**src/rtl/move_pkg.sv**
```systemverilog
// Shared types for the cursor seek controller: FSM states, per-axis step
// direction and the shortest-direction rule used on a wrapping coordinate ring.
package move_pkg;

  typedef enum logic [1:0] {IDLE, STEP, WAIT, DONE} state_t;
  typedef enum logic [1:0] {DIR_NONE, DIR_INC, DIR_DEC} dir_t;

  // diff is (target - pos) mod 2^w, zero-extended; a half-way tie goes up.
  function automatic dir_t shortest_dir(input logic [31:0] diff, input int unsigned w);
    if (diff == 32'd0) return DIR_NONE;
    if (diff <= (32'd1 << (w - 1))) return DIR_INC;
    return DIR_DEC;
  endfunction

endpackage

```
**src/rtl/move_step_timer.sv**
```systemverilog
// Step pacing counter: loaded with STEP_CYCLES-1 on each step, counts down
// while enabled, and flags expiry on the last wait cycle.
module move_step_timer #(
  parameter int STEP_CYCLES = 1
) (
  input  logic clock,
  input  logic reset,
  input  logic load,
  input  logic en,
  output logic expire
);

  localparam int CW = $clog2(STEP_CYCLES + 1);

  logic [CW-1:0] count;

  always_ff @(posedge clock) begin
    if (!reset)                      count <= '0;
    else if (load)                   count <= CW'(STEP_CYCLES - 1);
    else if (en && count != '0)      count <= count - CW'(1);
  end

  assign expire = (count <= CW'(1));

endmodule

```
**src/rtl/move_seek.sv**
```systemverilog
// Cursor seek controller: walks a tracked position toward a captured target on
// a wrapping 2^W grid, one paced step at a time. Define MOVE_SEEK_DIAGONAL_EN
// to step both axes together while both still differ.
module move_seek
  import move_pkg::*;
#(
  parameter int W           = 2,
  parameter int STEP_CYCLES = 1
) (
  input  logic         clock,
  input  logic         reset,
  input  logic         start_valid,
  output logic         start_ready,
  input  logic [W-1:0] target_x,
  input  logic [W-1:0] target_y,
  output logic         up,
  output logic         down,
  output logic         left,
  output logic         right,
  output logic [W-1:0] pos_x,
  output logic [W-1:0] pos_y,
  output logic         busy,
  output logic         done
);

  state_t       state, state_n;
  logic [W-1:0] tgt_x, tgt_y;
  logic [W-1:0] diff_x, diff_y;
  logic [W-1:0] px_n, py_n;
  dir_t         dir_x, dir_y, sx, sy;
  logic         accept, tmr_load, tmr_expire;

  assign diff_x = tgt_x - pos_x;
  assign diff_y = tgt_y - pos_y;
  assign dir_x  = shortest_dir(32'(diff_x), W);
  assign dir_y  = shortest_dir(32'(diff_y), W);

  assign start_ready = (state == IDLE);
  assign busy        = (state == STEP) || (state == WAIT);

  move_step_timer #(.STEP_CYCLES(STEP_CYCLES)) u_timer (
    .clock  (clock),
    .reset  (reset),
    .load   (tmr_load),
    .en     (state == WAIT),
    .expire (tmr_expire)
  );

  always_ff @(posedge clock) begin
    if (!reset) state <= IDLE;
    else        state <= state_n;
  end

  always_comb begin
    state_n  = state;
    accept   = 1'b0;
    tmr_load = 1'b0;
    sx       = DIR_NONE;
    sy       = DIR_NONE;
    px_n     = pos_x;
    py_n     = pos_y;
    case (state)
      IDLE: begin
        if (start_valid) begin
          accept  = 1'b1;
          state_n = (target_x == pos_x && target_y == pos_y) ? DONE : STEP;
        end
      end
      STEP: begin
`ifdef MOVE_SEEK_DIAGONAL_EN
        sx = dir_x;
        sy = dir_y;
`else
        if (dir_x != DIR_NONE) sx = dir_x;
        else                   sy = dir_y;
`endif
        if (sx == DIR_INC)      px_n = pos_x + W'(1);
        else if (sx == DIR_DEC) px_n = pos_x - W'(1);
        if (sy == DIR_INC)      py_n = pos_y + W'(1);
        else if (sy == DIR_DEC) py_n = pos_y - W'(1);
        // Arrival is judged on the post-step position so DONE follows the last step directly.
        if (STEP_CYCLES == 1) begin
          state_n = (px_n == tgt_x && py_n == tgt_y) ? DONE : STEP;
        end else begin
          state_n  = WAIT;
          tmr_load = 1'b1;
        end
      end
      WAIT: begin
        if (tmr_expire) state_n = (pos_x == tgt_x && pos_y == tgt_y) ? DONE : STEP;
      end
      DONE:    state_n = IDLE;
      default: state_n = IDLE;
    endcase
  end

  always_ff @(posedge clock) begin
    if (!reset) begin
      pos_x <= '0;
      pos_y <= '0;
      tgt_x <= '0;
      tgt_y <= '0;
      up    <= 1'b0;
      down  <= 1'b0;
      left  <= 1'b0;
      right <= 1'b0;
      done  <= 1'b0;
    end else begin
      pos_x <= px_n;
      pos_y <= py_n;
      right <= (sx == DIR_INC);
      left  <= (sx == DIR_DEC);
      down  <= (sy == DIR_INC);
      up    <= (sy == DIR_DEC);
      done  <= (state == DONE);
      if (accept) begin
        tgt_x <= target_x;
        tgt_y <= target_y;
      end
    end
  end

endmodule

```
**config.mk**
```make
export PLATFORM = sky130hd
export DESIGN_NAME = move_seek
export DESIGN_NICKNAME = d
export VERILOG_FILES = /design/src/rtl/move_pkg.sv /design/src/rtl/move_step_timer.sv /design/src/rtl/move_seek.sv
export SDC_FILE = /design/constraint.sdc
export NUM_CORES = 1
export LEC_CHECK = 0
export CAP_MARGIN = 20
export CORE_ASPECT_RATIO = 0.75
export CORE_MARGIN = 2
export CORE_UTILIZATION = 40
export DETAILED_ROUTE_END_ITERATION = 10
export GPL_TIMING_DRIVEN = 0
export PLACE_DENSITY = 0.75
export SYNTH_ARGS = -nofsm -noshare
export SYNTH_HDL_FRONTEND = slang
export SYNTH_HIERARCHICAL = 1
export SYNTH_SLANG_ARGS = --single-unit
```
**constraint.sdc**
```tcl
create_clock -name clock -period 3.5 [get_ports clock]
set_input_delay 0.875 -clock clock [delete_from_list [all_inputs] [get_ports clock]]
set_output_delay 0.875 -clock clock [all_outputs]
set_load 0.05 [all_outputs]
```
==> results_dict.tcl, run 1 <==
set metrics [dict create \
    antenna_found_initial 0 \
    slew_viol_final 0 \
    multi_input_area_um2 584 \
    crit_family "buffers and inverters" \
    critical_path.slowest_cell "clkdlybuf4s50_1" \
    path_buf_inv 2 \
    via_count 765 \
    core_um2 2270 \
    syn_inst 106 \
    fin_crit_ps 2820 \
    wl_met3_um 86 \
    drc 0 \
    cap_violations 0 \
    area_delta_synth_final_pct 25.4 \
    synth_area_um2 941 \
    clockBufferDepth 2 \
    layout.cells.non_filler 161 \
    top_layer_used "met4" \
    wl_per_cell_um 11.2 \
    fmax_ghz 0.355 \
    grt_start_max_net_pins 11 \
    io_pins 18 \
    port_buffers 17 \
    p_comb_share_pct 54.1 \
    floorplan.initialDensity_pct 41.4 \
    hp-class "reg -> reg" \
    post_cts_resized 0 \
    skew_ps 2.61 \
    cts_max_level 1 \
    insertion_delay_ps 290 \
    place_congestion 0.876 \
    reg2reg_from "pos_x[1]$_SDFFE_PN0N_" \
    yosysWarnings 6 \
    powerDensity_nw_per_um2 597 \
    seqPwrFrac_pct 31.5 \
    hold_viol 0 \
    finish.utilization_pct 52.0 \
    swShare_pct 43.8 \
    wl_mm 1.80 \
    crit_required_ps 2620 \
    final_nets 146 \
    post-cts-setup-buffer-count 0 \
    cts_hold_buf 0 \
    fill_cells 224 \
    crit_path_start_kind "flip-flop" \
    viasPerCell 4.75 \
    power.internal_uw 396 \
    cts.clk_slew.worst_paths_ps 90 \
    switchingPower_uw 308 \
    ff_latch_area_um2 300 \
    crit_fanout 8 \
    die_w_um 60.0 \
    tritoncts "yes" \
    worst_pin_slew_ps 498 \
    cts_sinks 15 \
    wl_met1_um 910 \
    crit_path_end_kind "primary output" \
    ir_drop_v 0.000271 \
    dr.first_iter.drc_count 15 \
    die_h_um 46 \
    dieArea_um2 2760 \
    fin_setup_tns_ps 0 \
    grt_overflow 0 \
    worstHoldStart "tgt_y[1]$_SDFFE_PN0P_" \
    fin_crit_sh_pct 80.6 \
    grt_setup_unrepaired "no" \
    grt_pass1_vias 732 \
    diodes 0 \
    syn_nets 124 \
    first_pass_iters 4 \
    dp_hpwl_mm 1.42 \
    p_clk_share_pct 14.5 \
    grt_pass1_wl_mm 3.00 \
    relSlewSlack_pct 66.7 \
    synth.avg_cell_area_um2 8.88 \
    cts_root_buffer "clkbuf_4" \
    ant_nets 0 \
    place_inst 157 \
    critical-path-max-stage-delay_ps 860 \
    track_usage_pct 14.7 \
    worstSetupStartpoint "state[1]$_SDFFE_PN0P_" \
    crit_arrival_ps 1940 \
    power.leakage_uw 0.000503 \
    crit_chain "inv_1 > ha_1 > clkdlybuf4s50_1" \
    crit_type "reg -> out" \
    rows 15 \
    drive_above_1_share_pct 8.66 \
    status "finished, final reports clean" \
    setup_viol 0 \
    met2_length_um 795 \
    cts_buffers 3 \
]
## cell usage in the layout, fill, tap and decap left out, drive strengths merged, types with 3 or more instances in the layout
cell           count
dfxtp             15
ha                11
clkdlybuf4s50     17
nand2b             3
inv                9
and2               4
xor2               6
clkbuf             4
nand3              6
buf                3
a21boi             5
nand2             17
xnor2              8
o21ai              3
## layer usage
metal  vias up  global-route usage [%]
met5         -                       0
met3         2                    5.40
met1       357                    18.7
met2        16                    23.7
li1        390                       -
met4         0                    4.00
## power groups by stage
stage	Sequential [uW]	Combinational, uW	Clock, uW
after floorplan	260	251	0
after global placement	224	370	0
after detailed placement	226	381	0
after CTS	222	384	105
after global routing	226	418	113
final	222	380	102
## worst reg2reg max path: stages (launching register included)
cell     delay, ps
dfxtp_1        460
xor2_2         280
xor2_1         290
inv_1           70
ha_1           350
nor2b_1        210
nand2_1         70
mux4_2         450
nor4_1         280
o311a_1        200
## registers in the layout, indices dropped and copies added (netlist names)
name   count
up         1
pos_x      2
done       1
pos_y      2
right      1
down       1
tgt_x      2
left       1
state      2
tgt_y      2
## through the flow
| stage | worst slack (ps) | instance area, um2 | power (uW) | hold slack [ps] |
|---|---|---|---|---|
| floorplan | 747 | 941 | 511 | 447 |
| global placement | 838 | 1150 | 594 | 459 |
| detailed placement | 793 | 1150 | 608 | 467 |
| CTS | 686 | 1180 | 711 | 481 |
| global route | 544 | 1180 | 757 | 505 |
| finish | 681 | 1180 | 704 | 476 |
## path summary, 6_finish.rpt
kind	slack, ps	endpoint	cells after the start
max	680	start_ready	3
min	480	tgt_y[1]$_SDFFE_PN0P_	2
max reg2reg	780	state[1]$_SDFFE_PN0P_	9
min reg2reg	480	tgt_y[1]$_SDFFE_PN0P_	2
## cell type report
class | count | share of cell area [%]
Timing Repair Buffer | 17 | 14.4
Clock buffer | 4 | 2.23
Inverter | 9 | 2.86
Buffer | 3 | 1.91
Multi-Input combinational cell | 79 | 49.5
Tap cell | 34 | 3.61
Sequential cell | 15 | 25.5
No activity file was read; power rests on OpenSTA's default activity.
==> run 2: changes to the inputs <==
- PLACE_DENSITY: 0.75 -> 0.78
- clock period: 3.5 -> 2.3 ns (I/O delays scaled with it)
==> results_dict.tcl, run 2 (synthesis gave the netlist of run 1 again) <==
set metrics [dict create \
    hp-class "reg -> reg" \
    tritoncts "yes" \
    rows 15 \
    fin_area_um2 1300 \
    place_congestion 0.825 \
    drive_above_1_share_pct 24.4 \
    final_cell_mix "nand2_1, clkdlybuf4s50_1, ha_1" \
    insertion_delay_ps 290 \
    wl_mm 1.81 \
    grt_start_max_net_pins 11 \
    viasPerCell 4.64 \
    crit_path_start_kind "flip-flop" \
    hold_viol 0 \
    crit_required_ps 2480 \
    fin_crit_sh_pct 96.8 \
    worst_pin_slew_ps 497 \
    ant_nets 0 \
    cts_sinks 15 \
    antenna_found_initial 0 \
    relSlewSlack_pct 66.7 \
    slew_viol_final 0 \
    clockBufferDepth 2 \
    drc 0 \
    status "finished, final reports clean" \
    grt_pass1_vias 742 \
    setup_viol 0 \
    floorplan.initialDensity_pct 41.4 \
    dp_hpwl_mm 1.41 \
    fin_crit_ps 2230 \
    fill_cells 208 \
    cts.clk_slew.worst_paths_ps 90 \
    fin_setup_tns_ps 0 \
    grt_pass1_wl_mm 3.15 \
    core_um2 2270 \
    r2r_slack_ps 70 \
    via_count 766 \
    final_common_cell "nand2_1" \
    crit_path_end_kind "flip-flop" \
    dieArea_um2 2760 \
    grt_overflow 0 \
    power.total_uw 1180 \
    dr.first_iter.drc_count 5 \
    grt_setup_unrepaired "yes" \
    port_buffers 17 \
    track_usage_pct 16.1 \
    die_w_um 60.0 \
    first_pass_iters 3 \
    crit_type "reg -> reg" \
    crit_arrival_ps 2410 \
    layout.cells.non_filler 165 \
    diodes 0 \
    cts_buffers 3 \
    wl_per_cell_um 11.0 \
    fmax_ghz 0.449 \
    area_delta_synth_final_pct 38.3 \
    cts_root_buffer "clkbuf_4" \
    powerDensity_nw_per_um2 906 \
    die_h_um 46 \
    skew_ps 0.917 \
    io_pins 18 \
    place_inst 157 \
    crit_fanout 4 \
    final_nets 150 \
    cts_max_level 1 \
    cap_violations 0 \
    place_area_um2 1200 \
    power.leakage_uw 0.000536 \
    ir_drop_v 0.000431 \
]
run 2: cell types whose count changed in the layout (fill, tap and decap cells not counted), sizes merged:
cell           change
buf                +4
dlygate4sd2        +1
clkbuf             +1
clkdlybuf4s50      -2
run 2: per-layer routing:
metal	wire length, um	GRT usage [%]
met1	858	19.6
met2	830	25.0
met3	66	5.11
met4	52	9.33
met5	0	0
run 2: worst max-delay path, cell delays in order, from the launching register on:
cell	delay, ps
dfxtp_2	400
xor2_2	250
xor2_1	180
ha_1	260
nand2b_1	200
o22ai_2	210
xor2_2	210
nor4_4	70
o311a_1	340
run 2: what timing repair did:
action                                  CTS  global route
pin swaps                                 4             6
buffers inserted                          3             1
endpoints found under the setup margin    3             2
resized for setup                         8             9
hold buffers                              0             0
hold endpoints to repair                  0             0
run 2: metrics by stage:
stage,utilization (%),setup slack (ps),hold WS (ps)
CTS,55.5,11.9,488
global placement,52.7,-69.9,460
global route,57.3,1.51,517
floorplan,-,11.9,447
finish,57.3,73.0,483
detailed placement,52.7,-174,475
run 2: cell type report:
| class | instances | area [um2] | share of cell area (%) |
|---|---|---|---|
| inverters | 9 | 33.8 | 2.60 |
| plain buffers | 3 | 22.5 | 1.73 |
| flip-flops and latches | 15 | 317 | 24.3 |
| clock buffers | 4 | 26.3 | 2.02 |
| well taps | 34 | 42.5 | 3.27 |
| repair buffers | 21 | 194 | 14.9 |
| multi-input cells | 79 | 666 | 51.2 |
run 2: report_power, final:
| group | switching [uW] | leakage [uW] | total, uW | internal (uW) |
|---|---|---|---|---|
| clock network | 85.9 | 0.0000150 | 153 | 67.5 |
| logic | 383 | 0.000395 | 682 | 299 |
| registers | 44.6 | 0.000126 | 344 | 299 |
run 2: worst paths after layout:
path / from / endpoint / cells past startpoint
hold reg to reg: tgt_y[0]$_SDFFE_PN0P_ / tgt_y[0]$_SDFFE_PN0P_ / 2
hold / removal: tgt_y[0]$_SDFFE_PN0P_ / tgt_y[0]$_SDFFE_PN0P_ / 2
setup / recovery: pos_y[1]$_SDFFE_PN0N_ / state[1]$_SDFFE_PN0P_ / 8
setup reg to reg: pos_y[1]$_SDFFE_PN0N_ / state[1]$_SDFFE_PN0P_ / 8
==> run 3: changes to the inputs <==
- GPL_TIMING_DRIVEN: 0 -> unset
- SLEW_MARGIN: unset -> 40
==> results_dict.tcl, run 3 (synthesis gave the netlist of run 1 again) <==
set metrics [dict create \
    cts_sinks 15 \
    grt_overflow 0 \
    insertion_delay_ps 290 \
    port_buffers 17 \
    die_w_um 60.0 \
    antenna_found_initial 0 \
    rows 15 \
    slew_viol_final 0 \
    wl_mm 2.15 \
    fin_crit_sh_pct 98.1 \
    hp-class "reg -> reg" \
    cts_root_buffer "clkbuf_4" \
    io_pins 18 \
    fin_area_um2 1310 \
    grt_pass1_vias 771 \
    dr.first_iter.drc_count 12 \
    ir_drop_v 0.000495 \
    skew_ps 0.960 \
    power.leakage_uw 0.000549 \
    place_area_um2 1210 \
    crit_path_start_kind "flip-flop" \
    diodes 0 \
    drive_above_1_share_pct 25.4 \
    busiest_layer "met2" \
    place_congestion 0.801 \
    crit_path_end_kind "flip-flop" \
    dieArea_um2 2760 \
    clockBufferDepth 2 \
    cts.clk_slew.worst_paths_ps 90 \
    relSlewSlack_pct 66.8 \
    die_h_um 46 \
    viasPerCell 4.84 \
    crit_required_ps 2540 \
    fin_crit_ps 2260 \
    via_count 813 \
    hold_viol 0 \
    dp_hpwl_mm 1.58 \
    worst_pin_slew_ps 497 \
    cap_violations 0 \
    fill_cells 211 \
    fmax_ghz 0.443 \
    status "finished, final reports clean" \
    ant_nets 0 \
    core_um2 2270 \
    cts_buffers 3 \
    crit_fanout 6 \
    tritoncts "yes" \
    finish.utilization_pct 57.7 \
    track_usage_pct 17.4 \
    first_pass_iters 4 \
    grt_start_max_net_pins 14 \
    crit_arrival_ps 2490 \
    crit_type "reg -> reg" \
    wl_per_cell_um 12.8 \
    final_nets 153 \
    grt_util_met2_pct 30.9 \
    final_common_cell "nand2_1" \
    drc 0 \
    met3_usage_pct 7.10 \
    powerDensity_nw_per_um2 930 \
    floorplan.initialDensity_pct 41.4 \
    grt_setup_unrepaired "yes" \
    final_cell_mix "nand2_1, clkdlybuf4s50_1, buf_4" \
    cts_max_level 1 \
    setup_viol 0 \
    area_delta_synth_final_pct 39.2 \
    grt_pass1_wl_mm 3.41 \
    cts_hold_buf 0 \
    use_met1_pct 18.6 \
]
[run 3: area by class of cell]
type	count	area [um2]	share of cell area, %
repair buffers	27	240	18.3
clock buffers	4	26.3	2.01
flip-flops and latches	15	315	24.1
well taps	34	42.5	3.25
inverters	9	33.8	2.58
multi-input cells	79	652	49.8
[run 3: worst paths after layout]
path	start	to	slack [ps]	depth (start not counted)
max	tgt_x[0]$_SDFFE_PN0P_	state[1]$_SDFFE_PN0P_	40	10
min	tgt_y[1]$_SDFFE_PN0P_	tgt_y[1]$_SDFFE_PN0P_	520	2
max reg2reg	tgt_x[0]$_SDFFE_PN0P_	state[1]$_SDFFE_PN0P_	40	10
min reg2reg	tgt_y[1]$_SDFFE_PN0P_	tgt_y[1]$_SDFFE_PN0P_	520	2
[run 3: routing by layer]
metal  share of wire [%]  vias up
li1                    -      401
met1                  45      388
met2                  50       22
met3                 5.2        2
met4                0.46        0
met5                   0        -
[run 3: what timing repair did]
action | in CTS | in global routing
gates resized for setup | 3 | 8
setup endpoints to repair | 1 | 1
pin swaps | 0 | 5
setup buffers | 1 | 3
gates cloned | 0 | 0
[run 3: through the flow]
step | total power (uW) | instances | setup WS (ps) | hold WS (ps) | TNS, ps
floorplan | 823 | 106 | 11.9 | 447 | 0
CTS | 1180 | 165 | 20.4 | 491 | 0
detailed placement | 1000 | 160 | -17.2 | 479 | -17.2
global route | 1290 | 168 | -58.7 | 538 | -58.7
finish | 1220 | 168 | 44.4 | 517 | 0
global placement | 970 | 160 | 45.6 | 468 | 0
[run 3: power by group]
| part | switching (uW) | leakage, uW | internal, uW |
|---|---|---|---|
| clock | 91.4 | 0.0000150 | 67.5 |
| sequential | 33.0 | 0.000126 | 299 |
| combinational | 410 | 0.000408 | 317 |
| total | 534 | 0.000549 | 683 |
[run 3: worst max-delay path: stages (launching register included)]
cell     delay (ps)
dfxtp_2         340
inv_1            50
ha_2            180
xor2_2          180
inv_2            70
ha_4            250
nor2b_4         130
nand2_1          70
mux4_2          480
nor4_2          290
o311a_1         170
